<file path="src/rtl/pong_timing_pkg.sv">
// ---------------------------------------------------------------------------
// pong_timing_pkg
// Shared types and helpers for the ping-pong timing scheduler.
//   phase_e     : game phase encoding (IDLE/SERVE/PLAY/POINT), 2 bits
//   level_t     : ball speed level, 0..LEVEL_MAX
//   cnt_w()     : counter width for a counter that runs 0..n-1
//   ball_period : ms between ball steps at a given speed level
// ---------------------------------------------------------------------------
package pong_timing_pkg;

  typedef enum logic [1:0] {
    IDLE  = 2'd0,
    SERVE = 2'd1,
    PLAY  = 2'd2,
    POINT = 2'd3
  } phase_e;

  localparam int LEVEL_W = 2;
  typedef logic [LEVEL_W-1:0] level_t;
  localparam level_t LEVEL_MAX = '1;

  // A counter that wraps at n-1 needs $clog2(n) bits; never fewer than one.
  function automatic int unsigned cnt_w(input int unsigned n);
    return (n > 1) ? $clog2(n) : 1;
  endfunction

  function automatic int unsigned ball_period(input level_t level,
                                              input int unsigned ms0,
                                              input int unsigned step);
    return ms0 - step * 32'(level);
  endfunction

endpackage

</file>
<file path="src/rtl/pong_tick_sched_if.sv">
// ---------------------------------------------------------------------------
// pong_tick_sched_if
// Control/status bundle between the game datapath and the tick scheduler.
//   start, pause, paddle_hit, point_scored : game -> scheduler
//   ms_tick, ball_step, paddle_step        : one-cycle pulses, scheduler -> game
//   state, speed_level                     : current phase and ball speed level
// master = game side, slave = scheduler side.
// ---------------------------------------------------------------------------
interface pong_tick_sched_if;

  logic                    start;
  logic                    pause;
  logic                    paddle_hit;
  logic                    point_scored;
  logic                    ms_tick;
  logic                    ball_step;
  logic                    paddle_step;
  logic [1:0]              state;
  pong_timing_pkg::level_t speed_level;

  modport master (
    output start, pause, paddle_hit, point_scored,
    input  ms_tick, ball_step, paddle_step, state, speed_level
  );

  modport slave (
    input  start, pause, paddle_hit, point_scored,
    output ms_tick, ball_step, paddle_step, state, speed_level
  );

endinterface

</file>
<file path="src/rtl/ms_prescaler.sv">
// ---------------------------------------------------------------------------
// ms_prescaler
// Free-running divider: counts 0..BASE_DIV-1 and emits a registered one-cycle
// ms_tick in the cycle after the count reaches BASE_DIV-1.
//   clk     : system clock
//   reset   : asynchronous, active-low
//   ms_tick : one-cycle pulse every BASE_DIV cycles
// ---------------------------------------------------------------------------
module ms_prescaler #(
  parameter int unsigned BASE_DIV = 100000
) (
  input  logic clk,
  input  logic reset,
  output logic ms_tick
);
  import pong_timing_pkg::*;

  localparam int unsigned      CNT_W    = cnt_w(BASE_DIV);
  localparam logic [CNT_W-1:0] CNT_LAST = CNT_W'(BASE_DIV - 1);
  localparam logic [CNT_W-1:0] CNT_ONE  = CNT_W'(1);

  logic [CNT_W-1:0] r_cnt;
  logic             r_tick;

  // NOTE: clocked state is written with <= so every register samples the
  // pre-edge values; blocking writes here would chain r_cnt into r_tick.
  always_ff @(posedge clk or negedge reset) begin
    if (!reset) begin
      r_cnt  <= '0;
      r_tick <= 1'b0;
    end else begin
      r_tick <= (r_cnt == CNT_LAST);
      r_cnt  <= (r_cnt == CNT_LAST) ? '0 : r_cnt + CNT_ONE;
    end
  end

  assign ms_tick = r_tick;

endmodule

</file>
<file path="src/rtl/pong_tick_sched.sv">
// ---------------------------------------------------------------------------
// pong_tick_sched
// Game timing scheduler: derives a 1 ms tick, sequences the SERVE/PLAY/POINT
// phase timers and issues one-cycle ball/paddle step enables. The ball speeds
// up one level every HITS_PER_LEVEL paddle hits, saturating at level 3.
//   clk   : system clock
//   reset : asynchronous, active-low
//   bus   : pong_tick_sched_if.slave (inputs start/pause/paddle_hit/
//           point_scored; outputs ms_tick/ball_step/paddle_step/state/
//           speed_level)
// Timers only advance on ms_tick cycles with pause low; the prescaler keeps
// running while paused, and event inputs are still acted on.
// ---------------------------------------------------------------------------
module pong_tick_sched #(
  parameter int unsigned BASE_DIV       = 100000,
  parameter int unsigned SERVE_MS       = 1000,
  parameter int unsigned POINT_MS       = 2000,
  parameter int unsigned PADDLE_MS      = 5,
  parameter int unsigned MOVE_MS0       = 20,
  parameter int unsigned MOVE_MS_STEP   = 4,
  parameter int unsigned HITS_PER_LEVEL = 4
) (
  input  logic               clk,
  input  logic               reset,
  pong_tick_sched_if.slave   bus
);
  import pong_timing_pkg::*;

  localparam int unsigned PHASE_MAX = (SERVE_MS > POINT_MS) ? SERVE_MS : POINT_MS;
  localparam int unsigned PHASE_W   = cnt_w(PHASE_MAX);
  localparam int unsigned PAD_W     = cnt_w(PADDLE_MS);
  localparam int unsigned BALL_W    = cnt_w(MOVE_MS0);
  localparam int unsigned HIT_W     = cnt_w(HITS_PER_LEVEL);

  localparam logic [PHASE_W-1:0] SERVE_LAST = PHASE_W'(SERVE_MS - 1);
  localparam logic [PHASE_W-1:0] POINT_LAST = PHASE_W'(POINT_MS - 1);
  localparam logic [PHASE_W-1:0] PHASE_ONE  = PHASE_W'(1);
  localparam logic [PAD_W-1:0]   PAD_LAST   = PAD_W'(PADDLE_MS - 1);
  localparam logic [PAD_W-1:0]   PAD_ONE    = PAD_W'(1);
  localparam logic [BALL_W-1:0]  BALL_ONE   = BALL_W'(1);
  localparam logic [HIT_W-1:0]   HIT_LAST   = HIT_W'(HITS_PER_LEVEL - 1);
  localparam logic [HIT_W-1:0]   HIT_ONE    = HIT_W'(1);

  phase_e              r_state;
  logic [PHASE_W-1:0]  r_phase_cnt;
  logic [PAD_W-1:0]    r_pad_cnt;
  logic [BALL_W-1:0]   r_ball_cnt;
  logic [HIT_W-1:0]    r_hit_cnt;
  level_t              r_level;
  logic                r_ball_step;
  logic                r_paddle_step;

  logic                w_ms_tick;
  logic                w_adv;
  logic                w_pad_run;
  logic [31:0]         w_ball_last;
  logic                w_ball_due;

  ms_prescaler #(.BASE_DIV(BASE_DIV)) u_prescaler (
    .clk     (clk),
    .reset   (reset),
    .ms_tick (w_ms_tick)
  );

  assign w_adv = w_ms_tick & ~bus.pause;

  // A point ends movement in the same cycle, so no step is issued alongside it.
  assign w_pad_run = w_adv &&
                     ((r_state == SERVE) || ((r_state == PLAY) && !bus.point_scored));

  // ">=" rather than "==": when a level-up shortens the period below the
  // current count, the ball steps on the very next advance instead of wrapping.
  assign w_ball_last = ball_period(r_level, MOVE_MS0, MOVE_MS_STEP) - 32'd1;
  assign w_ball_due  = (32'(r_ball_cnt) >= w_ball_last);

  always_ff @(posedge clk or negedge reset) begin
    if (!reset) begin
      r_state       <= IDLE;
      r_phase_cnt   <= '0;
      r_pad_cnt     <= '0;
      r_ball_cnt    <= '0;
      r_hit_cnt     <= '0;
      r_level       <= '0;
      r_ball_step   <= 1'b0;
      r_paddle_step <= 1'b0;
    end else begin
      // NOTE: pulses default low at the top of the clocked block; a later
      // assignment in the same edge overrides it, giving exactly one-cycle highs.
      r_ball_step   <= 1'b0;
      r_paddle_step <= 1'b0;

      unique case (r_state)
        IDLE: begin
          if (bus.start) begin
            r_state     <= SERVE;
            r_phase_cnt <= '0;
            r_pad_cnt   <= '0;
            r_level     <= '0;
            r_hit_cnt   <= '0;
          end
        end

        SERVE: begin
          if (w_adv) begin
            if (r_phase_cnt == SERVE_LAST) begin
              r_state     <= PLAY;
              r_phase_cnt <= '0;
              r_ball_cnt  <= '0;
            end else begin
              r_phase_cnt <= r_phase_cnt + PHASE_ONE;
            end
          end
        end

        PLAY: begin
          if (bus.point_scored) begin
            // A coincident paddle_hit is dropped: the point wins.
            r_state     <= POINT;
            r_phase_cnt <= '0;
          end else begin
            if (bus.paddle_hit) begin
              if (r_hit_cnt == HIT_LAST) begin
                r_hit_cnt <= '0;
                if (r_level != LEVEL_MAX) r_level <= r_level + level_t'(1);
              end else begin
                r_hit_cnt <= r_hit_cnt + HIT_ONE;
              end
            end
            if (w_adv) begin
              if (w_ball_due) begin
                r_ball_step <= 1'b1;
                r_ball_cnt  <= '0;
              end else begin
                r_ball_cnt  <= r_ball_cnt + BALL_ONE;
              end
            end
          end
        end

        POINT: begin
          if (w_adv) begin
            if (r_phase_cnt == POINT_LAST) begin
              r_state     <= SERVE;
              r_phase_cnt <= '0;
              r_pad_cnt   <= '0;
              r_level     <= '0;
              r_hit_cnt   <= '0;
            end else begin
              r_phase_cnt <= r_phase_cnt + PHASE_ONE;
            end
          end
        end

        default: r_state <= IDLE;
      endcase

      // Paddle cadence is shared by SERVE and PLAY; entries into SERVE above
      // clear the count from states where this never runs.
      if (w_pad_run) begin
        if (r_pad_cnt == PAD_LAST) begin
          r_paddle_step <= 1'b1;
          r_pad_cnt     <= '0;
        end else begin
          r_pad_cnt     <= r_pad_cnt + PAD_ONE;
        end
      end
    end
  end

  assign bus.ms_tick     = w_ms_tick;
  assign bus.ball_step   = r_ball_step;
  assign bus.paddle_step = r_paddle_step;
  assign bus.state       = r_state;
  assign bus.speed_level = r_level;

endmodule
</file>
<file path="src/flat_wrapper.sv">
// flat-port wrapper written by rule: the top's interface ports become plain ports
module pong_tick_sched_flat import pong_timing_pkg::*;
#(
  parameter int unsigned BASE_DIV       = 100000,
  parameter int unsigned SERVE_MS       = 1000,
  parameter int unsigned POINT_MS       = 2000,
  parameter int unsigned PADDLE_MS      = 5,
  parameter int unsigned MOVE_MS0       = 20,
  parameter int unsigned MOVE_MS_STEP   = 4,
  parameter int unsigned HITS_PER_LEVEL = 4
)
  (clk, reset, bus_start, bus_pause, bus_paddle_hit, bus_point_scored, bus_ms_tick, bus_ball_step, bus_paddle_step, bus_state, bus_speed_level);
  pong_tick_sched_if bus_i ();
  input  logic clk;
  input  logic reset;
  input wire logic [$bits(bus_i.start)-1:0] bus_start;
  input wire logic [$bits(bus_i.pause)-1:0] bus_pause;
  input wire logic [$bits(bus_i.paddle_hit)-1:0] bus_paddle_hit;
  input wire logic [$bits(bus_i.point_scored)-1:0] bus_point_scored;
  output wire logic [$bits(bus_i.ms_tick)-1:0] bus_ms_tick;
  output wire logic [$bits(bus_i.ball_step)-1:0] bus_ball_step;
  output wire logic [$bits(bus_i.paddle_step)-1:0] bus_paddle_step;
  output wire logic [$bits(bus_i.state)-1:0] bus_state;
  output wire logic [$bits(bus_i.speed_level)-1:0] bus_speed_level;
  assign bus_i.start = bus_start;
  assign bus_i.pause = bus_pause;
  assign bus_i.paddle_hit = bus_paddle_hit;
  assign bus_i.point_scored = bus_point_scored;
  assign bus_ms_tick = bus_i.ms_tick;
  assign bus_ball_step = bus_i.ball_step;
  assign bus_paddle_step = bus_i.paddle_step;
  assign bus_state = bus_i.state;
  assign bus_speed_level = bus_i.speed_level;
  pong_tick_sched #(.BASE_DIV(BASE_DIV), .SERVE_MS(SERVE_MS), .POINT_MS(POINT_MS), .PADDLE_MS(PADDLE_MS), .MOVE_MS0(MOVE_MS0), .MOVE_MS_STEP(MOVE_MS_STEP), .HITS_PER_LEVEL(HITS_PER_LEVEL)) u_core (.clk(clk), .reset(reset), .bus(bus_i));
endmodule
</file>
<file path="config.mk">
export PLATFORM = sky130hd
export DESIGN_NAME = pong_tick_sched_flat
export DESIGN_NICKNAME = d
export VERILOG_FILES = /design/src/rtl/pong_timing_pkg.sv /design/src/rtl/pong_tick_sched_if.sv /design/src/rtl/ms_prescaler.sv /design/src/rtl/pong_tick_sched.sv /design/src/flat_wrapper.sv
export SDC_FILE = /design/constraint.sdc
export NUM_CORES = 1
export LEC_CHECK = 0
export BUFFER_PORTS_ARGS = -buffer_cell sky130_fd_sc_hd__clkbuf_2
export CAP_MARGIN = 30
export CORE_UTILIZATION = 45
export CTS_BUF_LIST = sky130_fd_sc_hd__clkbuf_8
export DETAILED_ROUTE_END_ITERATION = 8
export GPL_TIMING_DRIVEN = 1
export PLACE_DENSITY = 0.7
export SYNTH_ARGS = -nofsm -noshare
export SYNTH_HDL_FRONTEND = slang
export SYNTH_SLANG_ARGS = --single-unit
</file>
<file path="constraint.sdc">
create_clock -name clk -period 2.3 [get_ports clk]
set_input_delay 0.46 -clock clk [delete_from_list [all_inputs] [get_ports clk]]
set_output_delay 0.46 -clock clk [all_outputs]
set_load 0.01 [all_outputs]
</file>
Word-level counts from Yosys, hierarchy flattened

Cells that the tools add are included.

$add $sub $neg: 8
Order comparisons: 1
Equal/unequal tests: 23
Multiplexer cells: 45
Bitwise gates (word level): 2
Reductions and logical operators: 14

Operator list:

| operator                                            | count |
|---|---|
| 2-to-1 mux 11 bit                                   | 6 |
| case mux 11 bit (4 select lines)                    | 1 |
| greater-or-equal comparator 5 x 32 -> 1 bit         | 1 |
| 2-to-1 mux 2 bit                                    | 16 |
| subtractor 32 x 1 -> 32 bit (second input constant) | 1 |
| 2-to-1 mux 5 bit                                    | 5 |
| adder 17 x 1 -> 17 bit (second input constant)      | 1 |
| == test 17 bit (second input constant)              | 1 |
| 2-to-1 mux 17 bit                                   | 1 |
| != test 2 bit (second input constant)               | 8 |
| 2-to-1 mux 3 bit                                    | 5 |
| case mux 2 bit (3 select lines)                     | 2 |
| AND reduction 6 bit                                 | 2 |
| adder 11 x 1 -> 11 bit (second input constant)      | 1 |
| == test 11 x 10 -> 1 bit (second input constant)    | 1 |
| == test 11 bit (second input constant)              | 1 |
| case mux 5 bit (2 select lines)                     | 1 |
| != test 2 x 1 -> 1 bit (second input constant)      | 4 |
| case mux 2 bit (4 select lines)                     | 1 |
| AND reduction 4 bit                                 | 2 |
| AND reduction 8 bit                                 | 1 |
| == test 2 bit (second input constant)               | 3 |
| 2-to-1 mux 1 bit                                    | 6 |
| != test 3 x 1 -> 1 bit (second input constant)      | 2 |
| other kinds (17)                                    | 20 |

Bits in registers: 45
Output and inout bits: 7

Logic depth before layout (Yosys ltp)

Depth after elaboration: 7
Gate-level depth with buffers: 9
Mapped depth without buffers: 9

Hierarchy

From an unflattened synthesis, not the netlist that was laid out.

Cell total of the unflattened synthesis: 262
Area total of the unflattened synthesis: 2591.2 sq um

Modules (own cells, without submodules):

| module          | times used | cells an instance | area each (sq um) | sequential area each (sq um) |
|---|---|---|---|---|
| pong_tick_sched | 1          | 187               | 1773.0            | 675.6 |
| ms_prescaler    | 1          | 75                | 818.3             | 450.4 |

Worst setup path before layout

No wires, ideal clock.

Kind: flip-flop to flip-flop
From: register u_core.r_level[0], in the netlist u_core.bus.speed_level[0]
To: register u_core.r_ball_cnt[2]
Setup time: 0.101 ns
Arrival: 2.029 ns
Required time: 2.199 ns
Slack: 0.171 ns
Cell stages (with the launch flop): 10
Buffers on the path: 0
Cell sequence: dfrtp_1 inv_1 ha_1 inv_1 ha_1 nand2_1 o21ai_0 a21boi_0 nand2b_4 o311ai_2

Longest elaborated chain between the ends: 7

Ends and longest elaborated chain:

| what                                        | RTL line               | source |
|---|---|---|
| from (decl)                                 | pong_tick_sched.sv:49  | `level_t r_level;` |
| from (signal assigned)                      | pong_tick_sched.sv:124 | `if (r_level != LEVEL_MAX) r_level <= r_level + level_t'(1);` |
| subtractor 5 x 4 -> 6 bit                   | pong_timing_pkg.sv:30  | `return ms0 - step * 32'(level);` |
| subtractor 32 x 1 -> 32 bit                 | pong_tick_sched.sv:73  | `assign w_ball_last = ball_period(r_level, MOVE_MS0, MOVE_MS_STEP) - 32'd1;` |
| greater-or-equal comparator 5 x 32 -> 1 bit | pong_tick_sched.sv:74  | `assign w_ball_due = (32'(r_ball_cnt) >= w_ball_last);` |
| 2-to-1 mux 5 bit                            | pong_tick_sched.sv:130 | `if (w_ball_due) begin` |
| 2-to-1 mux 5 bit                            | pong_tick_sched.sv:129 | `if (w_adv) begin` |
| 2-to-1 mux 5 bit                            | pong_tick_sched.sv:116 | `if (bus.point_scored) begin` |
| case mux 5 bit (2 select lines)             | pong_tick_sched.sv:92  | `unique case (r_state)` |
| to (signal assigned)                        | pong_tick_sched.sv:134 | `r_ball_cnt <= r_ball_cnt + BALL_ONE;` |
| to (decl)                                   | pong_tick_sched.sv:47  | `logic [BALL_W-1:0] r_ball_cnt;` |

Every way passes these cells. The select of a mux whose other input is x is not followed.
A chain may end at the register's enable or synchronous reset.

Worst setup path in the final report

From: register u_core.r_level[0], in the netlist u_core.bus.speed_level[0]
To: register u_core.r_ball_cnt[4]

Same word-level chain as after synthesis.

==> impl_metrics.csv <==
group,metric,value,unit
status,status,"finished clean",
pwr,swShare,36.7,%
placed_design,routabilityCongestion,0.854,
critical_path,reg2reg_depth,10,
synth,yosys-top-cells-area,"dfrtp_1 45%, ha_1 8.5%, nand2_1 4.6%",
sta,rsz0062_at_grt,"false",
synth,synth_warnings,0,
clocking,postCtsSetupBuffers,0,
pwr,clkPwrFrac,26.8,%
sta,hold_viol_final,0,
layout,final_core_util,54.6,%
global_route,grt_util_all_layers,18.1,%
critical_path,cpMaxStageDelayCell,"dfrtp_1",
floorplan,io_pins,13,
clocking,cts_tree,"done",
sta,fin_ws,0.241,ns
sta,final.setup.tns,0,ns
floorplan,initial_core_util,47.9,%
layout,drive_gt1_share,15.7,%
floorplan,fp.dieW,76.6,um
critical_path,crit_cells,10,
critical_path,max_stage_delay,0.45,ns
layout,antenna_cells,0,
global_route,grt_max_degree,20,
synth,synthesis.area,2510,um^2
clocking,cts.sinks,45,
hold_path,hold_path.class,"in2async",
sta,period_minus_slack,2.06,ns
synth,ys_async_sr_fraction,100,%
pwr,intPower,1.72,mW
critical_path,critPathKind,"reg2reg",
global_route,grt_pass1_vias,1904,
sta,final-max-slew-violation-count,0,
placed_design,place_area,2720,um^2
clocking,cts_hold_buf,0,
critical_path,start_kind,"flip-flop",
critical_path,arrival,2.27,ns
sta,fin_crit_sh,89.5,%
clocking,cts_buffers,5,
synth,syn-num-nets,275,
route,drc,0,
clocking,root_buffer,"clkbuf_8",
synth,yosysSeqAreaShare,44.9,%
clocking,htreeDepth,2,
synth,syn-instance-count,252,
pwr,switching_power,997,uW
floorplan,dieArea,5870,um^2
clocking,clk_pin_slew,0.10,ns
route,dr_total_vias,1913,
pwr,pwr-share-comb,37.0,%
layout,stdcell_area,2860,um^2
critical_path,end_kind,"flip-flop",
route,first_iter_violations,136,
critical_path,crit_chain,"inv_1 > ha_1 > inv_1 > ha_1 > nand2_1 > o21ai_0 > a21boi_0 > buf_4 > nand2b_4 > o311ai_2",
critical_path,critical-path-top-delay-family,"adder cells",
sta,setup_violations,0,
layout,fillers,457,
clocking,cts_buffer_depth,2,
placed_design,hpwl,3580,um
sta,worstMarginPinSlew,0.470,ns
floorplan,dieHeight,76.6,um
pwr,vdd_drop_max,354,uV
sta,relSlewSlack,68.7,%
synth,yosysUniqueCellTypes,45,
synth,synth-seq-cells,45,
critical_path,crit_required,2.51,ns
sta,max_freq,486,MHz
pwr,power,2.72,mW
clocking,clock_latency,0.31,ns
sta,skew,0.0125,ns
global_route,antenna_found_initial,0,
global_route,grt_pass1_wl,8540,um
critical_path,crit_fanout,6,
critical_path,startpoint,"u_core.bus.speed_level[0]",
synth,synthFlopType,"dfrtp_1",
pwr,p_per_area,951,nW/um^2
pwr,power_frac_seq,36.2,%
sta,whs,0.0873,ns
synth,synth.avg_cell_area,9.95,um^2
placed_design,dp_worst_setup_slack,0.204,ns
layout,finalNonFillerCells,350,
pwr,power_leakage,1.29,nW
synth,synth-edff-count,0,
critical_path,worst-r2r-setup-slack,0.24,ns
critical_path,r2r_end,"u_core.r_ball_cnt[4]",
job,max_cap_violations,0,
critical_path,worstReg2RegStart,"u_core.bus.speed_level[0]",
route,first_pass_iters,4,
layout,area_delta_synth_final,14.1,%
floorplan,rows,26,
route,viasPerCell,5.47,
critical_path,path_buf_inv,3,
route,avgRoutedWirePerCell,13.6,um
synth,synth_top_area_cell,"dfrtp_1",
route,final_antenna_net_count,0,
floorplan,core_area,5240,um^2
placed_design,place_inst,342,
global_route,gr-total-overflow,0,
synth,synth_top_area_share,44.9,%
route,drt-total-wl,4750,um
placed_design,portBuffers,12,
layout,final_nets,302,
Yosys cell counts, drive strengths merged (3+ instances only):
master	n
inv	16
dfrtp	45
and3	6
nand2b	7
nor2b	6
o311ai	4
a21oi	11
xor2	5
o21ai	17
a22o	3
xnor2	7
and2	3
nand2	31
nor2	10
nor3	4
nand4	5
nand3b	3
ha	17
mux2i	3
nand3	23
o22ai	3
registers in the layout, summed over array words and instances (netlist names), 2 cells and up:
register / count
u_core.bus.speed_level: 2
u_core.u_prescaler.r_cnt: 17
u_core.r_phase_cnt: 11
u_core.r_hit_cnt: 2
u_core.bus.state: 2
u_core.r_pad_cnt: 3
u_core.r_ball_cnt: 5
power groups by stage:
stage               clock network (mW)  logic [mW]  registers, mW
global route                     0.774        1.15           1.00
detailed placement                   0        1.00          0.999
CTS                              0.747        1.01          0.983
finish                           0.729        1.01          0.984
global placement                     0       0.983          0.993
floorplan                            0       0.701          0.989
kinds of logic (layout without fill, tap and decap cells):
group,count (synthesis),in the layout,synth area share [%]
AO/OA/AOI/OAI,49,49,15.2
XOR/XNOR,12,12,4.19
adder cells (fa/ha/maj),17,17,8.48
buffers and inverters,18,46,2.74
flip-flops,45,45,44.9
multiplexers,4,4,1.65
AND/OR/NAND/NOR,107,107,22.8
final cells by class:
cell class	instances	area, um^2	share of cell area (%)
sequential	45	1130	39.4
clock buffer	5	68.8	2.41
inverter	16	60.1	2.10
timing repair buffer	22	135	4.72
multi-input combinational	189	1310	45.9
tap	70	87.6	3.06
clock inverter	3	68.8	2.41
how the worst max path moves through the flow:
stage | endpoint | slack [ns]
2_1_floorplan | u_core.r_ball_cnt[2] | 0.17
3_3_place_gp | u_core.r_phase_cnt[10] | 0.26
3_5_place_dp | u_core.r_phase_cnt[9] | 0.20
4_1_cts | u_core.r_phase_cnt[9] | 0.18
5_1_grt | u_core.r_ball_cnt[4] | 0.03
6_report | u_core.r_ball_cnt[4] | 0.24
per-layer routing:
layer	wire, um	GRT usage (%)
met1	2260	23.9
met2	2200	28.9
met3	195	3.35
met4	98	8.27
met5	0	0
cells in the final DEF (no fill, tap or decap), types with 2 or more instances in the layout:
cell | netlist | routed
dfrtp_1 | 45 | 45
nand2_1 | 31 | 31
nand3_1 | 23 | 23
ha_1 | 17 | 17
inv_1 | 16 | 16
o21ai_0 | 16 | 16
clkbuf_2 | 0 | 12
a21oi_1 | 11 | 11
nor2_1 | 10 | 10
buf_4 | 0 | 10
xnor2_1 | 7 | 7
nand2b_1 | 6 | 6
nor2b_1 | 6 | 6
and3_1 | 5 | 5
nand4_1 | 5 | 5
xor2_1 | 5 | 5
clkbuf_8 | 0 | 5
nor3_1 | 4 | 4
mux2i_1 | 3 | 3
nand3b_1 | 3 | 3
o22ai_1 | 3 | 3
a22o_1 | 3 | 3
nor4b_1 | 2 | 2
o41ai_4 | 2 | 2
o311ai_2 | 2 | 2
o221ai_1 | 2 | 2
o311ai_0 | 2 | 2
o31ai_1 | 2 | 2
bufinv_16 | 0 | 2
what timing repair did:
item | CTS | global route
endpoints found under the setup margin | 0 | 2
gates resized for setup | 0 | 1
hold endpoints to repair | 0 | 0
Power figures use the tool's default switching activity.
